**src/rtl/noncoh_sum_peak_if.sv**
```systemverilog
// Interface bundling the coherent-sample input, the read-back of the stored
// non-coherent value, the summed write-back output and the per-block peak
// report of the non-coherent summation stage.
//
// master : source of coherent samples and stored values (drives inputs)
// slave  : the summation stage itself
//
// Signals
//   coh_valid, coh_data{I,Q,exponent}, coh_shift, first_acc,
//   block_start, block_end                     -> sample and its control bits
//   noncoh_data, noncoh_shift, extra_shift     -> stored value, 2 cycles later
//   exceed, out_valid, noncoh_out              <- summed result
//   peak_valid, peak_value, peak_index,
//   exceed_any                                 <- block peak report
interface noncoh_sum_peak_if #(
    parameter int IQ_WIDTH    = 10,
    parameter int SHIFT_WIDTH = 4,
    parameter int NC_WIDTH    = 8,
    parameter int OUT_WIDTH   = 9,
    parameter int IDX_WIDTH   = 10
) ();
    logic                               coh_valid;
    logic [2*IQ_WIDTH+SHIFT_WIDTH-1:0]  coh_data;
    logic [SHIFT_WIDTH-1:0]             coh_shift;
    logic                               first_acc;
    logic                               block_start;
    logic                               block_end;
    logic [NC_WIDTH-1:0]                noncoh_data;
    logic [SHIFT_WIDTH-1:0]             noncoh_shift;
    logic                               extra_shift;
    logic                               exceed;
    logic                               out_valid;
    logic [OUT_WIDTH-1:0]               noncoh_out;
    logic                               peak_valid;
    logic [OUT_WIDTH-1:0]               peak_value;
    logic [IDX_WIDTH-1:0]               peak_index;
    logic                               exceed_any;

    modport master (
        output coh_valid, coh_data, coh_shift, first_acc, block_start, block_end,
        output noncoh_data, noncoh_shift, extra_shift,
        input  exceed, out_valid, noncoh_out,
        input  peak_valid, peak_value, peak_index, exceed_any
    );

    modport slave (
        input  coh_valid, coh_data, coh_shift, first_acc, block_start, block_end,
        input  noncoh_data, noncoh_shift, extra_shift,
        output exceed, out_valid, noncoh_out,
        output peak_valid, peak_value, peak_index, exceed_any
    );
endinterface

```
**src/rtl/noncoh_sum_peak.sv**
```systemverilog
// Non-coherent summation stage with built-in block peak tracking.
//
// Each coherent correlation result {I, Q, exponent} is turned into an
// amplitude (max + min/2), aligned by the block-floating shift, added to the
// stored non-coherent value (or used alone on the first round), saturated
// and presented for write-back three cycles after it was accepted. The peak
// amplitude, its 0-based position and a sticky exceed flag are tracked per
// search block and reported with a one-cycle pulse after the block's last
// sample.
//
// Ports
//   clk    system clock
//   rst_b  asynchronous active-low reset
//   bus    noncoh_sum_peak_if slave modport (sample in, sum and peak out)
module noncoh_sum_peak #(
    parameter int IQ_WIDTH    = 10,
    parameter int SHIFT_WIDTH = 4,
    parameter int NC_WIDTH    = 8,
    parameter int OUT_WIDTH   = 9,
    parameter int IDX_WIDTH   = 10
) (
    input  logic             clk,
    input  logic             rst_b,
    noncoh_sum_peak_if.slave bus
);
    localparam int CW = 2*IQ_WIDTH + SHIFT_WIDTH;
    localparam int SW = IQ_WIDTH + 1;
    localparam logic [SW-1:0]        SAT_LIMIT = SW'(1) << OUT_WIDTH;
    localparam logic [OUT_WIDTH-1:0] SAT_VALUE = {{(OUT_WIDTH-1){1'b1}}, 1'b0};

    // Control bits carried alongside each sample: {first_acc, block_start, block_end}
    localparam int C_FIRST = 2;
    localparam int C_START = 1;
    localparam int C_END   = 0;

    // Rounded right shift; the addition is one bit wider so x + 2^(k-1)
    // cannot wrap. For k=0 the rounding term shifts out to zero.
    function automatic logic [IQ_WIDTH-1:0] rshift_round(
        input logic [IQ_WIDTH-1:0]    x,
        input logic [SHIFT_WIDTH-1:0] k
    );
        logic [IQ_WIDTH:0] half_lsb;
        logic [IQ_WIDTH:0] t;
        half_lsb = ((IQ_WIDTH+1)'(1) << k) >> 1;
        t        = {1'b0, x} + half_lsb;
        return IQ_WIDTH'(t >> k);
    endfunction

    // ---------------------------------------------------------------- S0
    logic [IQ_WIDTH-1:0]    comp [2];
    logic [IQ_WIDTH-1:0]    mag_reg [2];
    logic [SHIFT_WIDTH-1:0] exponent;
    logic [SHIFT_WIDTH-1:0] eff_shift_next;
    logic [SHIFT_WIDTH-1:0] eff_shift_s0_reg;
    logic                   s0_valid_reg;
    logic [2:0]             s0_ctrl_reg;

    assign comp[0]  = bus.coh_data[CW-1 -: IQ_WIDTH];
    assign comp[1]  = bus.coh_data[SHIFT_WIDTH +: IQ_WIDTH];
    assign exponent = bus.coh_data[SHIFT_WIDTH-1:0];

    // Magnitude of I and Q; the most negative code maps onto 2^(IQ_WIDTH-1),
    // which still fits the unsigned IQ_WIDTH-bit result.
    genvar gi;
    generate
        for (gi = 0; gi < 2; gi++) begin : g_mag
            logic [IQ_WIDTH-1:0] mag_next;
            logic [IQ_WIDTH-1:0] mag_q_reg;
            assign mag_next = comp[gi][IQ_WIDTH-1] ? (~comp[gi] + IQ_WIDTH'(1)) : comp[gi];
            always_ff @(posedge clk or negedge rst_b) begin
                if (!rst_b) mag_q_reg <= '0;
                else        mag_q_reg <= mag_next;
            end
            assign mag_reg[gi] = mag_q_reg;
        end
    endgenerate

    // A larger exponent than target would call for a left shift; clamp to 0.
    assign eff_shift_next = (bus.coh_shift >= exponent) ? (bus.coh_shift - exponent) : '0;

    always_ff @(posedge clk or negedge rst_b) begin
        if (!rst_b) begin
            s0_valid_reg     <= 1'b0;
            s0_ctrl_reg      <= '0;
            eff_shift_s0_reg <= '0;
        end else begin
            s0_valid_reg     <= bus.coh_valid;
            s0_ctrl_reg      <= {bus.first_acc, bus.block_start, bus.block_end};
            eff_shift_s0_reg <= eff_shift_next;
        end
    end

    // ---------------------------------------------------------------- S1
    logic [IQ_WIDTH-1:0]    amp_next;
    logic [IQ_WIDTH-1:0]    amp_reg;
    logic [SHIFT_WIDTH-1:0] eff_shift_s1_reg;
    logic                   s1_valid_reg;
    logic [2:0]             s1_ctrl_reg;

    always_comb begin
        amp_next = '0;
        if (mag_reg[0] >= mag_reg[1]) amp_next = mag_reg[0] + (mag_reg[1] >> 1);
        else                          amp_next = mag_reg[1] + (mag_reg[0] >> 1);
    end

    always_ff @(posedge clk or negedge rst_b) begin
        if (!rst_b) begin
            amp_reg          <= '0;
            eff_shift_s1_reg <= '0;
            s1_valid_reg     <= 1'b0;
            s1_ctrl_reg      <= '0;
        end else begin
            amp_reg          <= amp_next;
            eff_shift_s1_reg <= eff_shift_s0_reg;
            s1_valid_reg     <= s0_valid_reg;
            s1_ctrl_reg      <= s0_ctrl_reg;
        end
    end

    // ---------------------------------------------------------------- S2
    logic [IQ_WIDTH-1:0]  coh_term;
    logic [IQ_WIDTH-1:0]  nc_term;
    logic [SW-1:0]        sum_next;
    logic [SW-1:0]        adj_next;
    logic [OUT_WIDTH-1:0] result_next;
    logic                 exceed_next;

    always_comb begin
        coh_term = rshift_round(amp_reg, eff_shift_s1_reg);
        nc_term  = '0;
        if (!s1_ctrl_reg[C_FIRST])
            nc_term = rshift_round(IQ_WIDTH'(bus.noncoh_data), bus.noncoh_shift);
        sum_next = {1'b0, coh_term} + {1'b0, nc_term};
        adj_next = bus.extra_shift ? ((sum_next >> 1) + SW'(sum_next[0])) : sum_next;
        // Saturation is decided on the un-halved sum.
        if (sum_next >= SAT_LIMIT) result_next = SAT_VALUE;
        else                       result_next = OUT_WIDTH'(adj_next);
        exceed_next = s1_valid_reg & result_next[OUT_WIDTH-1];
    end

    logic                 out_valid_reg;
    logic [OUT_WIDTH-1:0] noncoh_out_reg;
    logic                 exceed_reg;
    logic                 s2_start_reg;
    logic                 s2_end_reg;

    always_ff @(posedge clk or negedge rst_b) begin
        if (!rst_b) begin
            out_valid_reg  <= 1'b0;
            noncoh_out_reg <= '0;
            exceed_reg     <= 1'b0;
            s2_start_reg   <= 1'b0;
            s2_end_reg     <= 1'b0;
        end else begin
            out_valid_reg <= s1_valid_reg;
            if (s1_valid_reg) begin
                noncoh_out_reg <= result_next;
                exceed_reg     <= exceed_next;
                s2_start_reg   <= s1_ctrl_reg[C_START];
                s2_end_reg     <= s1_ctrl_reg[C_END];
            end
        end
    end

    // ------------------------------------------------------- peak tracker
    // Works from the registered output, so the report lands the cycle after
    // the block's last out_valid.
    logic [IDX_WIDTH-1:0] idx_cnt_reg;
    logic [IDX_WIDTH-1:0] idx_inc;
    logic [OUT_WIDTH-1:0] peak_value_reg;
    logic [IDX_WIDTH-1:0] peak_index_reg;
    logic                 exceed_any_reg;
    logic                 peak_valid_reg;

    assign idx_inc = idx_cnt_reg + IDX_WIDTH'(1);

    always_ff @(posedge clk or negedge rst_b) begin
        if (!rst_b) begin
            idx_cnt_reg    <= '0;
            peak_value_reg <= '0;
            peak_index_reg <= '0;
            exceed_any_reg <= 1'b0;
            peak_valid_reg <= 1'b0;
        end else begin
            peak_valid_reg <= out_valid_reg & s2_end_reg;
            if (out_valid_reg) begin
                if (s2_start_reg) begin
                    idx_cnt_reg    <= '0;
                    peak_value_reg <= noncoh_out_reg;
                    peak_index_reg <= '0;
                    exceed_any_reg <= exceed_reg;
                end else begin
                    idx_cnt_reg    <= idx_inc;
                    // Strict compare: the earliest occurrence keeps a tie.
                    if (noncoh_out_reg > peak_value_reg) begin
                        peak_value_reg <= noncoh_out_reg;
                        peak_index_reg <= idx_inc;
                    end
                    exceed_any_reg <= exceed_any_reg | exceed_reg;
                end
            end
        end
    end

    assign bus.exceed     = exceed_next;
    assign bus.out_valid  = out_valid_reg;
    assign bus.noncoh_out = noncoh_out_reg;
    assign bus.peak_valid = peak_valid_reg;
    assign bus.peak_value = peak_value_reg;
    assign bus.peak_index = peak_index_reg;
    assign bus.exceed_any = exceed_any_reg;
endmodule

```
**src/flat_wrapper.sv**
```systemverilog
// flat-port wrapper written by rule: the top's interface ports become plain ports
module noncoh_sum_peak_flat 
#(
    parameter int IQ_WIDTH    = 10,
    parameter int SHIFT_WIDTH = 4,
    parameter int NC_WIDTH    = 8,
    parameter int OUT_WIDTH   = 9,
    parameter int IDX_WIDTH   = 10
)
  (clk, rst_b, bus_coh_valid, bus_coh_data, bus_coh_shift, bus_first_acc, bus_block_start, bus_block_end, bus_noncoh_data, bus_noncoh_shift, bus_extra_shift, bus_exceed, bus_out_valid, bus_noncoh_out, bus_peak_valid, bus_peak_value, bus_peak_index, bus_exceed_any);
  noncoh_sum_peak_if #(.IQ_WIDTH(IQ_WIDTH), .SHIFT_WIDTH(SHIFT_WIDTH), .NC_WIDTH(NC_WIDTH), .OUT_WIDTH(OUT_WIDTH), .IDX_WIDTH(IDX_WIDTH)) bus_i ();
  input  logic clk;
  input  logic rst_b;
  input wire logic [$bits(bus_i.coh_valid)-1:0] bus_coh_valid;
  input wire logic [$bits(bus_i.coh_data)-1:0] bus_coh_data;
  input wire logic [$bits(bus_i.coh_shift)-1:0] bus_coh_shift;
  input wire logic [$bits(bus_i.first_acc)-1:0] bus_first_acc;
  input wire logic [$bits(bus_i.block_start)-1:0] bus_block_start;
  input wire logic [$bits(bus_i.block_end)-1:0] bus_block_end;
  input wire logic [$bits(bus_i.noncoh_data)-1:0] bus_noncoh_data;
  input wire logic [$bits(bus_i.noncoh_shift)-1:0] bus_noncoh_shift;
  input wire logic [$bits(bus_i.extra_shift)-1:0] bus_extra_shift;
  output wire logic [$bits(bus_i.exceed)-1:0] bus_exceed;
  output wire logic [$bits(bus_i.out_valid)-1:0] bus_out_valid;
  output wire logic [$bits(bus_i.noncoh_out)-1:0] bus_noncoh_out;
  output wire logic [$bits(bus_i.peak_valid)-1:0] bus_peak_valid;
  output wire logic [$bits(bus_i.peak_value)-1:0] bus_peak_value;
  output wire logic [$bits(bus_i.peak_index)-1:0] bus_peak_index;
  output wire logic [$bits(bus_i.exceed_any)-1:0] bus_exceed_any;
  assign bus_i.coh_valid = bus_coh_valid;
  assign bus_i.coh_data = bus_coh_data;
  assign bus_i.coh_shift = bus_coh_shift;
  assign bus_i.first_acc = bus_first_acc;
  assign bus_i.block_start = bus_block_start;
  assign bus_i.block_end = bus_block_end;
  assign bus_i.noncoh_data = bus_noncoh_data;
  assign bus_i.noncoh_shift = bus_noncoh_shift;
  assign bus_i.extra_shift = bus_extra_shift;
  assign bus_exceed = bus_i.exceed;
  assign bus_out_valid = bus_i.out_valid;
  assign bus_noncoh_out = bus_i.noncoh_out;
  assign bus_peak_valid = bus_i.peak_valid;
  assign bus_peak_value = bus_i.peak_value;
  assign bus_peak_index = bus_i.peak_index;
  assign bus_exceed_any = bus_i.exceed_any;
  noncoh_sum_peak #(.IQ_WIDTH(IQ_WIDTH), .SHIFT_WIDTH(SHIFT_WIDTH), .NC_WIDTH(NC_WIDTH), .OUT_WIDTH(OUT_WIDTH), .IDX_WIDTH(IDX_WIDTH)) u_core (.clk(clk), .rst_b(rst_b), .bus(bus_i));
endmodule
```
**config.mk**
```make
export PLATFORM = sky130hd
export DESIGN_NAME = noncoh_sum_peak_flat
export DESIGN_NICKNAME = d
export VERILOG_FILES = /design/src/rtl/noncoh_sum_peak_if.sv /design/src/rtl/noncoh_sum_peak.sv /design/src/flat_wrapper.sv
export SDC_FILE = /design/constraint.sdc
export NUM_CORES = 1
export LEC_CHECK = 0
export ABC_CLOCK_PERIOD_IN_PS = 12700
export CAP_MARGIN = 10
export CORE_ASPECT_RATIO = 0.7
export CORE_MARGIN = 2
export CORE_UTILIZATION = 45
export CTS_BUF_LIST = sky130_fd_sc_hd__clkbuf_4 sky130_fd_sc_hd__clkbuf_8
export DETAILED_ROUTE_END_ITERATION = 16
export PLACE_DENSITY = 0.66
export SYNTH_ARGS = -nofsm -noshare
export SYNTH_HDL_FRONTEND = slang
export SYNTH_SLANG_ARGS = --single-unit
```
**constraint.sdc**
```tcl
create_clock -name clk -period 12.7 [get_ports clk]
set_clock_uncertainty 0.1 [all_clocks]
set_input_delay 2.54 -clock clk [delete_from_list [all_inputs] [get_ports clk]]
set_output_delay 2.54 -clock clk [all_outputs]
set_load 0.03 [all_outputs]
```
==> results of run 1 <==
## power breakdown
part	switching (mW)	leakage [nW]	internal, mW
combinational	0.437	2.61	0.364
sequential	0.0691	1.09	0.356
clock	0.114	0.113	0.116
total	0.621	3.81	0.836
## routing by layer
metal	vias to the layer above	track usage (%)	part of all wire (%)	wire [um]
met2	103	28.79	42	6461
met4	0	3.770	0.70	107
met3	7	2.956	3.8	572
met5	-	0	0	0
met1	2671	28.16	53	8090
li1	2921	-	-	-
## worst max-delay path, stage by stage
cell and delay [ps]:
clkdlybuf4s50_1 950, nor2b_1 140, nand2_1 150, inv_1 50, ha_1 270, a21o_1 200
a211o_1 280, a21oi_1 200, a21oi_1 140, xor2_1 210, mux2i_1 140, mux2_2 320
a211oi_1 250, ha_1 200, inv_1 50, fa_1 390, nor2b_1 170, o31a_1 200
o21ai_1 100, a21oi_1 310, nand4_1 200, nor2b_1 160, o21ai_1 110, a21oi_1 210
clkdlybuf4s50_1 700
## through the flow
stage | util (%) | setup WS [ps]
global route | 53.66 | 833.6
global placement | 52.16 | 1569
CTS | 53.66 | 1459
detailed placement | 52.16 | 1486
floorplan | - | 2770
finish | 53.66 | 1409
## logic make-up after synthesis
group,synth area share (%)
compound gates,17.47
xor+xnor,7.218
fa+ha+maj,14.65
buf+inv,5.133
flops,31.53
mux,7.954
other cells,0.05251
simple gates,16.00
## synthesized netlist by cell type, types with 19 or more instances
library cell / number / area share [%]
a21oi_1: 50 / 3.5
clkbuf_1: 19 / 1.0
dfrtp_1: 90 / 32
ha_1: 74 / 13
inv_1: 68 / 3.6
mux2i_1: 25 / 3.5
nand2_1: 50 / 2.6
nor2_1: 76 / 4.0
o21ai_0: 24 / 1.7
xnor2_1: 41 / 5.0
## final timing paths
check / endpoint / slack (ps) / depth (start not counted)
max reg2reg: u_core.bus.noncoh_out[6] / 6550 / 22
max: bus_exceed / 1410 / 25
max in group asynchronous: u_core.g_mag[1].mag_q_reg[4] / 9410 / 2
min: u_core.s1_ctrl_reg[2] / 260 / 0
min in group asynchronous: u_core.bus.peak_value[3] / 1920 / 1
min reg2reg: u_core.s1_ctrl_reg[2] / 260 / 0
## layout make-up
type / count / area share [%]
multi-input cells: 605 / 54.38
flip-flops and latches: 90 / 27.08
clock buffers: 10 / 1.579
clock inverters: 6 / 1.218
inverters: 69 / 3.114
repair buffers: 81 / 9.627
well taps: 200 / 3.008
==> impl_metrics.yaml, run 1 <==
routing:
  ant_nets: 0
  drt_iter0_markers: 317
  firstDrtPassIters: 5
  drc: 0
  routed_wl_um: 15230
  vias_per_cell: 5.374
  wire_per_inst_um: 14.36
  vias: 5702
setup_path:
  cp-end-kind: "primary output"
  worstPathRequired_ps: 10060
  cp_max_fo: 21
  worst-setup-path-type: "in -> out"
  worstSetupStartpointType: "primary input"
  crit_start: "bus_noncoh_shift[0]"
  timing.rr.start: "u_core.eff_shift_s1_reg[1]"
  worstPathArrival_ps: 8650
clock_tree:
  clock_latency_ps: 370
  cts_resized: 0
  h-tree-depth: 3
  ctsHoldBuffers: 0
  cts_tree: "yes"
  cts_made_buffers: 9
  cts_setup_buffers: 0
  cts_buffer_depth: 2
  cts_sinks: 90
  clk_pin_slew_ps: 90
  root_buffer: "clkbuf_8"
placed_design:
  hpwl_um: 11790
  place_inst: 1045
  post_dp_cell_area_um2: 8085
  port_buffers: 78
  gp_congestion: 0.8148
power_and_ir_drop:
  leakage_nw: 3.813
  total_power_mw: 1.457
  cellPowerDensity_nw_per_um2: 175.1
  vdd_drop_max_mv: 0.09193
finish:
  final_cells: 1061
  n_antenna_cell: 0
  multiInputGateArea_um2: 4523
  nets: 983
  syn_to_final_growth_pct: 16.47
  layout_common_cells: "90 x dfrtp_1, 77 x clkdlybuf4s50_1, 76 x nor2_1"
  design_area_um2: 8318
  ff_latch_area_um2: 2252
  largest_reg_flops: 20
  nFillCells: 1487
  drive_gt1_share_pct: 7.085
  layout_commonest_cell: "dfrtp_1"
global_route:
  grt_overflow: 0
  grt_max_degree: 74
  grt_pass1_wl_um: 25910
  grt_usage_pct: 18.77
  grt_pass1_vias: 5443
  antenna_found_initial: 0
floorplan:
  io_pins: 79
  fp.coreArea_um2: 15500
  die_w_um: 154.6
  initial_core_util_pct: 46.08
  rows: 38
  dieArea_um2: 16910
  die_h_um: 109.4
synth:
  syn_area_um2: 7142
  postSynthCellCount: 790
  synth-seq-cells: 90
  ys_async_sr_fraction_pct: 100.0
  yosysSeqAreaShare_pct: 31.53
  syn_area_per_cell_um2: 9.040
  ys_types: 70
  syn-num-nets: 917
  synth_edf_count: 0
  synthFlopType: "dfrtp_1"
  ys_warn_count: 0
worst_hold_path:
  hold_path.class: "reg -> reg"
  min_from: "u_core.s0_ctrl_reg[2]"
timing:
  finalMaxSlewViolations: 0
  fmax_mhz: 88.57
  holdWs_ps: 255.5
  rsz0062_at_grt: "no"
  hold_viol: 0
  maxSlewHeadroom_pct: 40.33
  setup_viol_count_final: 0
  fin_crit_ps: 11290
  finalSetupTns_ps: 0
  fin_crit_sh_pct: 88.91
  worst_pin_slew_ps: 895.1
flow_run:
  cap_violations: 0
status:
  status: "finished, final reports clean"
Power figures use the tool's default switching activity.
==> run 2, diff against run 1 <==
--- a/config.mk
+++ b/config.mk
@@ -5,7 +5,6 @@
 export SDC_FILE = /design/constraint.sdc
 export NUM_CORES = 1
 export LEC_CHECK = 0
-export ABC_CLOCK_PERIOD_IN_PS = 12700
 export CAP_MARGIN = 10
 export CORE_ASPECT_RATIO = 0.7
 export CORE_MARGIN = 2
==> results of run 2 <==
No change in the layout: final DEF, timing and power equal those of run 1.
==> run 3, diff against run 2 <==
--- a/config.mk
+++ b/config.mk
@@ -7,11 +7,13 @@
 export LEC_CHECK = 0
 export CAP_MARGIN = 10
 export CORE_ASPECT_RATIO = 0.7
-export CORE_MARGIN = 2
+export CORE_MARGIN = 1.5
 export CORE_UTILIZATION = 45
 export CTS_BUF_LIST = sky130_fd_sc_hd__clkbuf_4 sky130_fd_sc_hd__clkbuf_8
+export CTS_CLUSTER_SIZE = 30
 export DETAILED_ROUTE_END_ITERATION = 16
 export PLACE_DENSITY = 0.66
+export REMOVE_ABC_BUFFERS = 1
 export SYNTH_ARGS = -nofsm -noshare
 export SYNTH_HDL_FRONTEND = slang
 export SYNTH_SLANG_ARGS = --single-unit
==> impl_metrics.yaml, run 3 (synthesis results as in run 1) <==
power_and_ir_drop:
  p_seq_share_pct: 29.5
  leakage_nw: 3.807
  total_power_mw: 1.439
  combPwrFrac_pct: 55.8
  p_sw_uw: 622.4
  intPower_uw: 816.2
  clockPowerShare_pct: 14.7
  vdd_drop_max_mv: 0.08535
  switching_share_pct: 43.26
  cellPowerDensity_nw_per_um2: 173.3
routing:
  vias_per_cell: 5.366
  drt_iter0_markers: 262
  drc: 0
  firstDrtPassIters: 5
  routed_wl_um: 14960
  ant_nets: 0
  vias: 5693
  wire_per_inst_um: 14.10
finish:
  n_antenna_cell: 0
  syn_to_final_growth_pct: 16.26
  drive_gt1_share_pct: 7.085
  layout_commonest_cell: "dfrtp_1"
  layout_common_cells: "90 x dfrtp_1, 77 x clkdlybuf4s50_1, 76 x nor2_1"
  largest_reg_flops: 20
  nets: 983
  design_area_um2: 8303
clock_tree:
  cts_setup_buffers: 0
  cts_tree: "yes"
  h-tree-depth: 3
  clk_pin_slew_ps: 90
  cts_resized: 0
  cts_buffer_depth: 2
  cts_sinks: 90
  clock_latency_ps: 380
  root_buffer: "clkbuf_8"
  ctsHoldBuffers: 0
  cts_made_buffers: 9
timing:
  fmax_mhz: 88.59
  hold_viol: 0
  setup_viol_count_final: 0
  fin_ws_ps: 1411
  fin_crit_ps: 11290
  finalSetupTns_ps: 0
  worst_pin_slew_ps: 882.8
  rsz0062_at_grt: "no"
  maxSlewHeadroom_pct: 41.15
  finalMaxSlewViolations: 0
  fin_crit_sh_pct: 88.89
floorplan:
  die_w_um: 153.6
  die_h_um: 108.4
  fp.coreArea_um2: 15500
  io_pins: 79
  rows: 38
  initial_core_util_pct: 46.08
  dieArea_um2: 16650
placed_design:
  hpwl_um: 11810
  port_buffers: 78
  post-place-ws_ps: 1445
  gp_congestion: 0.8538
  post_dp_cell_area_um2: 8085
global_route:
  grt_pass1_wl_um: 25210
  grt_pass1_vias: 5373
  grt_overflow: 0
  antenna_found_initial: 0
  grt_max_degree: 59
  grt_usage_pct: 18.71
setup_path:
  worst-setup-path-type: "in -> out"
  worstPathRequired_ps: 10060
  timing.rr.start: "u_core.eff_shift_s1_reg[1]"
  worstSetupStartpointType: "primary input"
  worstSetupEndpoint: "bus_exceed"
  crit_start: "bus_noncoh_shift[0]"
  reg2reg_slack_ps: 6610
  cp-end-kind: "primary output"
  r2r-end: "u_core.bus.noncoh_out[6]"
  worstPathArrival_ps: 8650
  cp_max_fo: 21
  reg2reg_depth: 22
status:
  status: "finished, final reports clean"
worst_hold_path:
  whs_path_depth: 0
  hold_path.class: "reg -> reg"
flow_run:
  cap_violations: 0
-- run 3: changes by cell type in the layout (fill, tap and decap cells not counted) --
cell	previous run	this run
o21ai_1	5	6
o21ai_0	24	23
inv_8	0	2
clkbuf_4	1	0
bufinv_16	2	1
-- run 3: power groups by stage --
stage / Combinational [mW] / Clock, mW / Sequential [mW]
3_3_place_gp: 0.796 / 0 / 0.429
5_1_grt: 0.891 / 0.233 / 0.435
4_1_cts: 0.806 / 0.220 / 0.425
6_report: 0.802 / 0.212 / 0.425
2_1_floorplan: 0.514 / 0 / 0.484
3_5_place_dp: 0.801 / 0 / 0.429
-- run 3: final cells by class --
cell class	count	area (um2)
clock inverters	7	93.84
multi-input cells	605	4523
fillers	1441	7197
inverters	69	259.0
well taps	200	250.2
clock buffers	9	123.9
flip-flops and latches	90	2252
repair buffers	81	800.8
-- run 3: how the worst min path moves through the flow --
| stage | from | to | slack [ps] |
|---|---|---|---|
| finish | u_core.eff_shift_s0_reg[2] | u_core.eff_shift_s1_reg[2] | 250 |
| global route | u_core.s0_ctrl_reg[1] | u_core.s1_ctrl_reg[1] | 270 |
| CTS | u_core.eff_shift_s0_reg[1] | u_core.eff_shift_s1_reg[1] | 260 |
| detailed placement | u_core.eff_shift_s0_reg[1] | u_core.eff_shift_s1_reg[1] | 230 |
| global placement | u_core.eff_shift_s0_reg[0] | u_core.eff_shift_s1_reg[0] | 230 |
| floorplan | u_core.eff_shift_s0_reg[0] | u_core.eff_shift_s1_reg[0] | 230 |
-- run 3: per-stage QoR --
stage	instances	util, %	hold slack, ps
2_1_floorplan	764	-	231.2
3_3_place_gp	1045	52.16	232.3
3_5_place_dp	1045	52.16	234.7
4_1_cts	1061	53.57	255.4
5_1_grt	1061	53.57	267.8
6_report	1061	53.57	253.7
-- run 3: metal layers --
metal / vias to the layer above / routed length, um / GRT usage [%]
li1: 2917 / - / -
met1: 2643 / 7869 / 27.12
met2: 116 / 6244 / 28.05
met3: 17 / 668 / 3.727
met4: 0 / 179 / 5.756
met5: - / 0 / 0
-- run 3: critical path, stage by stage --
cell and delay [ps]:
clkdlybuf4s50_1 950, nor2b_1 140, nand2_1 150, inv_1 60, ha_1 260, a21o_1 190, a211o_1 290, a21oi_1 210
a21oi_1 140, xor2_1 230, mux2i_1 140, mux2_2 320, a211oi_1 250, ha_1 200, inv_1 50, fa_1 390
nor2b_1 160, o31a_1 190, o21ai_1 90, a21oi_1 300, nand4_1 210, nor2b_1 160, o21ai_1 110, a21oi_1 210
clkdlybuf4s50_1 700
